## config.mk

```make
export PLATFORM = sky130hd
export DESIGN_NAME = lutram_march_ctrl_flat
export DESIGN_NICKNAME = d
export VERILOG_FILES = /design/src/rtl/lutram_march_ctrl_if.sv /design/src/rtl/lutram_march_ctrl.sv /design/src/flat_wrapper.sv
export SDC_FILE = /design/constraint.sdc
export NUM_CORES = 1
export LEC_CHECK = 0
export ABC_AREA = 1
export BUFFER_PORTS_ARGS = -buffer_cell sky130_fd_sc_hd__buf_2
export CAP_MARGIN = 5
export CORE_AREA = 4 4 59 61
export DETAILED_ROUTE_END_ITERATION = 12
export DIE_AREA = 0 0 63 65
export GPL_TIMING_DRIVEN = 0
export PLACE_DENSITY_LB_ADDON = 0.12
export SETUP_SLACK_MARGIN = 0.02
export SLEW_MARGIN = 5
export SYNTH_ARGS = -nofsm -noshare
export SYNTH_HDL_FRONTEND = slang
export SYNTH_SLANG_ARGS = --single-unit
```

## constraint.sdc

```tcl
create_clock -name clk_i -period 2.3 [get_ports clk_i]
set_input_delay 0.46 -clock clk_i [delete_from_list [all_inputs] [get_ports clk_i]]
set_output_delay 0.46 -clock clk_i [all_outputs]
set_load 0.01 [all_outputs]
```

## src/rtl/lutram_march_ctrl_if.sv

```systemverilog
// RAM-side bus of the LUTRAM March C- BIST controller.
// master = controller, slave = RAM128X1D-class primitive or model.
interface lutram_march_ctrl_if #(
   parameter int ADDR_W = 7
);
   logic [ADDR_W-1:0] ram_a_o;
   logic [ADDR_W-1:0] ram_dpra_o;
   logic              ram_d_o;
   logic              ram_we_o;
   logic              ram_spo_i;
   logic              ram_dpo_i;

   modport master (
      output ram_a_o,
      output ram_dpra_o,
      output ram_d_o,
      output ram_we_o,
      input  ram_spo_i,
      input  ram_dpo_i
   );

   modport slave (
      input  ram_a_o,
      input  ram_dpra_o,
      input  ram_d_o,
      input  ram_we_o,
      output ram_spo_i,
      output ram_dpo_i
   );
endinterface

```

## src/rtl/lutram_march_ctrl.sv

```systemverilog
// March C- BIST sequencer for one 128x1 dual-port LUTRAM.
// Define LUTRAM_MARCH_DPO_CHECK_EN to also compare the DPO read port.
module lutram_march_ctrl #(
   parameter int ADDR_W = 7
) (
   input  logic              clk_i,
   input  logic              rst_i,
   input  logic              start_i,
   output logic              busy_o,
   output logic              done_o,
   output logic              fail_o,
   output logic [ADDR_W-1:0] fail_addr_o,
   output logic [2:0]        fail_elem_o,
   output logic              fail_port_o,
   lutram_march_ctrl_if.master ram
);

   typedef enum logic [2:0] {
      IDLE, M0, M1, M2, M3, M4, M5, DONE
   } state_t;

   state_t            state, state_nxt;
   logic [ADDR_W-1:0] addr, addr_nxt;
   logic              last_up, last_dn;
   logic              we, d, exp, chk;
   logic [2:0]        elem;
   logic              start_go;
   logic              busy_nxt, done_nxt;
   logic              spo_err, dpo_err, hit, port_hit;

   assign last_up  = &addr;
   assign last_dn  = ~|addr;
   assign start_go = start_i && (state == IDLE || state == DONE);

   // Next-state, address walk and per-element write/expect decode.
   always_comb begin
      state_nxt = state;
      addr_nxt  = addr;
      we        = 1'b0;
      d         = 1'b0;
      exp       = 1'b0;
      chk       = 1'b0;
      elem      = 3'd0;
      unique case (state)
         IDLE, DONE: begin
            if (start_i) begin
               state_nxt = M0;
               addr_nxt  = '0;
            end
         end
         M0: begin
            we       = 1'b1;
            addr_nxt = addr + 1'b1;
            if (last_up) state_nxt = M1;
         end
         M1: begin
            we       = 1'b1;
            d        = 1'b1;
            chk      = 1'b1;
            elem     = 3'd1;
            addr_nxt = addr + 1'b1;
            if (last_up) state_nxt = M2;
         end
         M2: begin
            we   = 1'b1;
            exp  = 1'b1;
            chk  = 1'b1;
            elem = 3'd2;
            // M3 descends from the top, so hold the last address.
            if (last_up) state_nxt = M3;
            else addr_nxt = addr + 1'b1;
         end
         M3: begin
            we       = 1'b1;
            d        = 1'b1;
            chk      = 1'b1;
            elem     = 3'd3;
            addr_nxt = addr - 1'b1;
            if (last_dn) state_nxt = M4;
         end
         M4: begin
            we   = 1'b1;
            exp  = 1'b1;
            chk  = 1'b1;
            elem = 3'd4;
            // M5 ascends from zero, so hold the last address.
            if (last_dn) state_nxt = M5;
            else addr_nxt = addr - 1'b1;
         end
         M5: begin
            chk      = 1'b1;
            elem     = 3'd5;
            addr_nxt = addr + 1'b1;
            if (last_up) state_nxt = DONE;
         end
         default: begin
            state_nxt = IDLE;
            addr_nxt  = '0;
         end
      endcase
   end

   assign busy_nxt = state_nxt inside {M0, M1, M2, M3, M4, M5};
   assign done_nxt = state_nxt == DONE;

   // Read compare is against the asynchronous read of the current address,
   // before this cycle's write lands on the clock edge.
   assign spo_err = chk && (ram.ram_spo_i != exp);
`ifdef LUTRAM_MARCH_DPO_CHECK_EN
   assign dpo_err  = chk && (ram.ram_dpo_i != exp);
   assign port_hit = ~spo_err;
`else
   logic unused_dpo;
   assign unused_dpo = ram.ram_dpo_i;
   assign dpo_err    = 1'b0;
   assign port_hit   = 1'b0;
`endif
   assign hit = spo_err || dpo_err;

   // State register.
   always_ff @(posedge clk_i) begin
      if (rst_i) state <= IDLE;
      else       state <= state_nxt;
   end

   // Address counter, status flags and first-failure capture.
   always_ff @(posedge clk_i) begin
      if (rst_i) begin
         addr        <= '0;
         busy_o      <= 1'b0;
         done_o      <= 1'b0;
         fail_o      <= 1'b0;
         fail_addr_o <= '0;
         fail_elem_o <= 3'd0;
         fail_port_o <= 1'b0;
      end else begin
         addr   <= addr_nxt;
         busy_o <= busy_nxt;
         done_o <= done_nxt;
         if (start_go) begin
            fail_o      <= 1'b0;
            fail_addr_o <= '0;
            fail_elem_o <= 3'd0;
            fail_port_o <= 1'b0;
         end else if (hit && !fail_o) begin
            fail_o      <= 1'b1;
            fail_addr_o <= addr;
            fail_elem_o <= elem;
            fail_port_o <= port_hit;
         end
      end
   end

   assign ram.ram_a_o    = addr;
   assign ram.ram_dpra_o = addr;
   assign ram.ram_we_o   = we;
   assign ram.ram_d_o    = d;

endmodule

```

## src/flat_wrapper.sv

```systemverilog
// flat-port wrapper written by rule: the top's interface ports become plain ports
module lutram_march_ctrl_flat 
#(
   parameter int ADDR_W = 7
)
  (clk_i, rst_i, start_i, busy_o, done_o, fail_o, fail_addr_o, fail_elem_o, fail_port_o, ram_ram_a_o, ram_ram_dpra_o, ram_ram_d_o, ram_ram_we_o, ram_ram_spo_i, ram_ram_dpo_i);
  lutram_march_ctrl_if #(.ADDR_W(ADDR_W)) ram_i ();
  input  logic clk_i;
  input  logic rst_i;
  input  logic start_i;
  output logic busy_o;
  output logic done_o;
  output logic fail_o;
  output logic [ADDR_W-1:0] fail_addr_o;
  output logic [2:0] fail_elem_o;
  output logic fail_port_o;
  output wire logic [$bits(ram_i.ram_a_o)-1:0] ram_ram_a_o;
  output wire logic [$bits(ram_i.ram_dpra_o)-1:0] ram_ram_dpra_o;
  output wire logic [$bits(ram_i.ram_d_o)-1:0] ram_ram_d_o;
  output wire logic [$bits(ram_i.ram_we_o)-1:0] ram_ram_we_o;
  input wire logic [$bits(ram_i.ram_spo_i)-1:0] ram_ram_spo_i;
  input wire logic [$bits(ram_i.ram_dpo_i)-1:0] ram_ram_dpo_i;
  assign ram_ram_a_o = ram_i.ram_a_o;
  assign ram_ram_dpra_o = ram_i.ram_dpra_o;
  assign ram_ram_d_o = ram_i.ram_d_o;
  assign ram_ram_we_o = ram_i.ram_we_o;
  assign ram_i.ram_spo_i = ram_ram_spo_i;
  assign ram_i.ram_dpo_i = ram_ram_dpo_i;
  lutram_march_ctrl #(.ADDR_W(ADDR_W)) u_core (.clk_i(clk_i), .rst_i(rst_i), .start_i(start_i), .busy_o(busy_o), .done_o(done_o), .fail_o(fail_o), .fail_addr_o(fail_addr_o), .fail_elem_o(fail_elem_o), .fail_port_o(fail_port_o), .ram(ram_i));
endmodule
```

==> impl_metrics.json <==
{
  "clkLatencyLatePin_ns": 0.31,
  "nets": 256,
  "period_share_pct": 88.0,
  "nFillCells": 311,
  "overflow": 0,
  "drv_slew": 0,
  "start_kind": "flip-flop",
  "hp-class": "reg -> reg",
  "fp-row-count": 20,
  "min_from": "u_core.fail_elem_o[2]$_SDFFE_PP0P_",
  "io_pins": 35,
  "synthesis.instances": 209,
  "postCtsHoldBufs": 0,
  "dp_cells": 273,
  "num_antenna_cells": 0,
  "synth-seq-cells": 23,
  "cts_made_buffers": 3,
  "p_per_area_nw_per_um2": 531,
  "ir_worst_vdd_uv": 229,
  "drt_iter0_markers": 48,
  "startpoint": "u_core.state[1]$_SDFF_PP0_",
  "finalHoldViolCount": 0,
  "setup_viol": 0,
  "drt_drc_violations_left": 0,
  "wl_per_cell_um": 11.2,
  "die_area_um2": 4100,
  "fin_worst_skew_ns": 0.00281,
  "status": "finished, final reports clean",
  "r2r_cells": 10,
  "timing.rr.end": "u_core.ram.ram_a_o[6]$_SDFFE_PP0P_",
  "dpl.hpwl_mm": 2.40,
  "yosysWarningCount": 0,
  "via_count": 1372,
  "endpoint_kind": "flip-flop",
  "grt_start_max_net_pins": 13,
  "mappedNetlistArea_um2": 1440,
  "drt_wl_total_mm": 3.10,
  "initial_core_util_pct": 48.2,
  "layout_min_cycle_time_ns": 2.02,
  "rsz0062_at_grt": "false",
  "tns_ns": 0,
  "synth_fp_nets": 220,
  "synth_seq_area_share_pct": 32.1,
  "root_buffer": "clkbuf_4",
  "antenna_found_initial": 0,
  "cp.arrival_ns": 2.22,
  "setup.worst_path.end": "u_core.ram.ram_a_o[6]$_SDFFE_PP0P_",
  "synth_top_family_by_area": "simple AND/OR/NAND/NOR gates",
  "avgViaCountPerCell": 4.95,
  "cts.clk_slew.worst_paths_ns": 0.12,
  "die_x_um": 63,
  "grt_pass1_wl_mm": 5.40,
  "synth_cell_types": 28,
  "area_delta_synth_final_pct": 16.0,
  "fmax_mhz": 494,
  "crit_required_ns": 2.50,
  "io_buffers": 31,
  "r2r_slack_ns": 0.28,
  "antenna_left": 0,
  "htree_levels": 1,
  "path_max_fanout": 7,
  "dr.pass1.iters": 4,
  "grtUsageTotal_pct": 16.3,
  "synthXorXnorAreaFrac_pct": 1.83,
  "cts_tree": "built",
  "routabilityCongestion": 0.870,
  "instances_no_fill": 277,
  "synthSimpleGateAreaFrac_pct": 36.4,
  "rr_startpoint": "u_core.state[1]$_SDFF_PP0_",
  "die_h_um": 65,
  "clock_sinks": 23,
  "synth_compound_area_share_pct": 11.9,
  "criticalPathCategory": "reg -> reg",
  "final_util_pct": 55.9,
  "synth_adder_area_share_pct": 5.75,
  "coreArea_um2": 2980,
  "cts_buffer_depth": 2,
  "synth.area.mux_share_pct": 0,
  "cellLeakagePower_nw": 0.806,
  "syn_avg_cell_area_um2": 6.87,
  "grt_pass1_vias": 1225,
  "max_cap_viol_count": 0,
  "drive_gt1_share_pct": 23.8
}
==> flip-flops by register name (all words and copies together) (netlist names) <==
signal	count
u_core.fail_addr_o	7
u_core.ram.ram_a_o	7
u_core.fail_elem_o	3
u_core.state	3
u_core.busy_o	1
u_core.done_o	1
u_core.fail_o	1
==> Yosys cell counts, drive strengths merged <==
| cell type | number | area (µm²) |
|---|---|---|
| fa | 1 | 20.0 |
| and2 | 1 | 6.26 |
| nand2 | 56 | 218 |
| clkbuf | 1 | 13.8 |
| nand3 | 17 | 97.6 |
| ha | 5 | 62.6 |
| xor2 | 3 | 26.3 |
| or2 | 3 | 18.8 |
| nor2 | 21 | 86.3 |
| a21oi | 23 | 115 |
| o21a | 1 | 7.51 |
| inv | 23 | 86.3 |
| nand4 | 12 | 75.1 |
| conb | 1 | 3.75 |
| o21bai | 1 | 7.51 |
| dfxtp | 23 | 460 |
| nor3 | 2 | 21.3 |
| o21ai | 5 | 40.0 |
| buf | 10 | 68.8 |
==> layer usage <==
layer | GRT usage (%) | part of all wire (%) | up-vias
met1 | 21.3 | 48 | 579
met2 | 26.6 | 45 | 41
met5 | 0 | 0 | -
met3 | 2.77 | 4.8 | 6
li1 | - | - | 746
met4 | 6.89 | 1.5 | 0
==> cells by family (layout without fill, tap and decap cells) <==
logic type	count (synthesis)	in the layout
other cells	1	1
fa+ha+maj	6	6
simple gates	112	112
xor+xnor	3	3
flops	23	23
buf+inv	34	69
compound gates	30	30
==> cell type report <==
type / instances / area (µm²) / share of cell area (%)
timing repair buffer: 31 / 155 / 9.32
tap: 33 / 41.3 / 2.48
buffer: 11 / 82.6 / 4.96
clock buffer: 4 / 26.3 / 1.58
multi-input combinational: 152 / 813 / 48.8
sequential: 23 / 460 / 27.6
inverter: 23 / 86.3 / 5.18
==> critical path: stages (launching register included) <==
cell,delay [ns]
dfxtp_1,0.45
inv_1,0.12
nand2_1,0.13
nand2_2,0.16
ha_2,0.42
a21oi_1,0.09
or2_2,0.29
nand3_1,0.07
nand2_1,0.05
nand3_1,0.07
a21oi_1,0.06
==> report_power, final <==
group          switching (mW)  leakage (nW)  internal (mW)
logic                   0.144         0.604          0.109
clock network           0.120        0.0150         0.0678
registers              0.0291         0.187          0.414
==> worst min-delay path by stage <==
stage                                                     to  slack [ns]  depth (start not counted)
after floorplan           u_core.fail_addr_o[0]$_SDFFE_PP0P_        0.49                          2
after global placement    u_core.fail_elem_o[1]$_SDFFE_PP0P_        0.45                          2
after detailed placement  u_core.fail_elem_o[0]$_SDFFE_PP0P_        0.45                          2
after CTS                 u_core.fail_elem_o[0]$_SDFFE_PP0P_        0.47                          2
after global routing      u_core.fail_addr_o[6]$_SDFFE_PP0P_        0.48                          2
final                     u_core.fail_elem_o[2]$_SDFFE_PP0P_        0.47                          2
==> layout by cell type, fill, tap and decap left out, types with 2 or more instances in the layout <==
master and count:
inv_1 23, buf_4 8, a21oi_1 23, dfxtp_1 23, nand3_1 16, buf_2 32, nor2_1 18, clkbuf_4 3
nand2_1 54, o21ai_0 2, ha_2 2, nor2_2 3, or2_2 3, xor2_1 3, nand4_1 12, ha_1 3
==> stage by stage <==
step / hold WS [ns] / setup WS, ns / cell area, µm² / power (mW)
finish: 0.468 / 0.275 / 1670 / 0.884
global route: 0.481 / 0.106 / 1670 / 0.960
CTS: 0.470 / 0.128 / 1660 / 0.896
detailed placement: 0.451 / 0.176 / 1630 / 0.704
global placement: 0.449 / 0.162 / 1630 / 0.702
floorplan: 0.487 / 0.443 / 1440 / 0.637
==> timing repair <==
item,CTS,global route
endpoints found under the setup margin,0,4
gates resized for setup,0,3
endpoints found under the hold margin,0,0
setup buffers,0,0
Note: power is estimated with default switching activity, not from simulation.
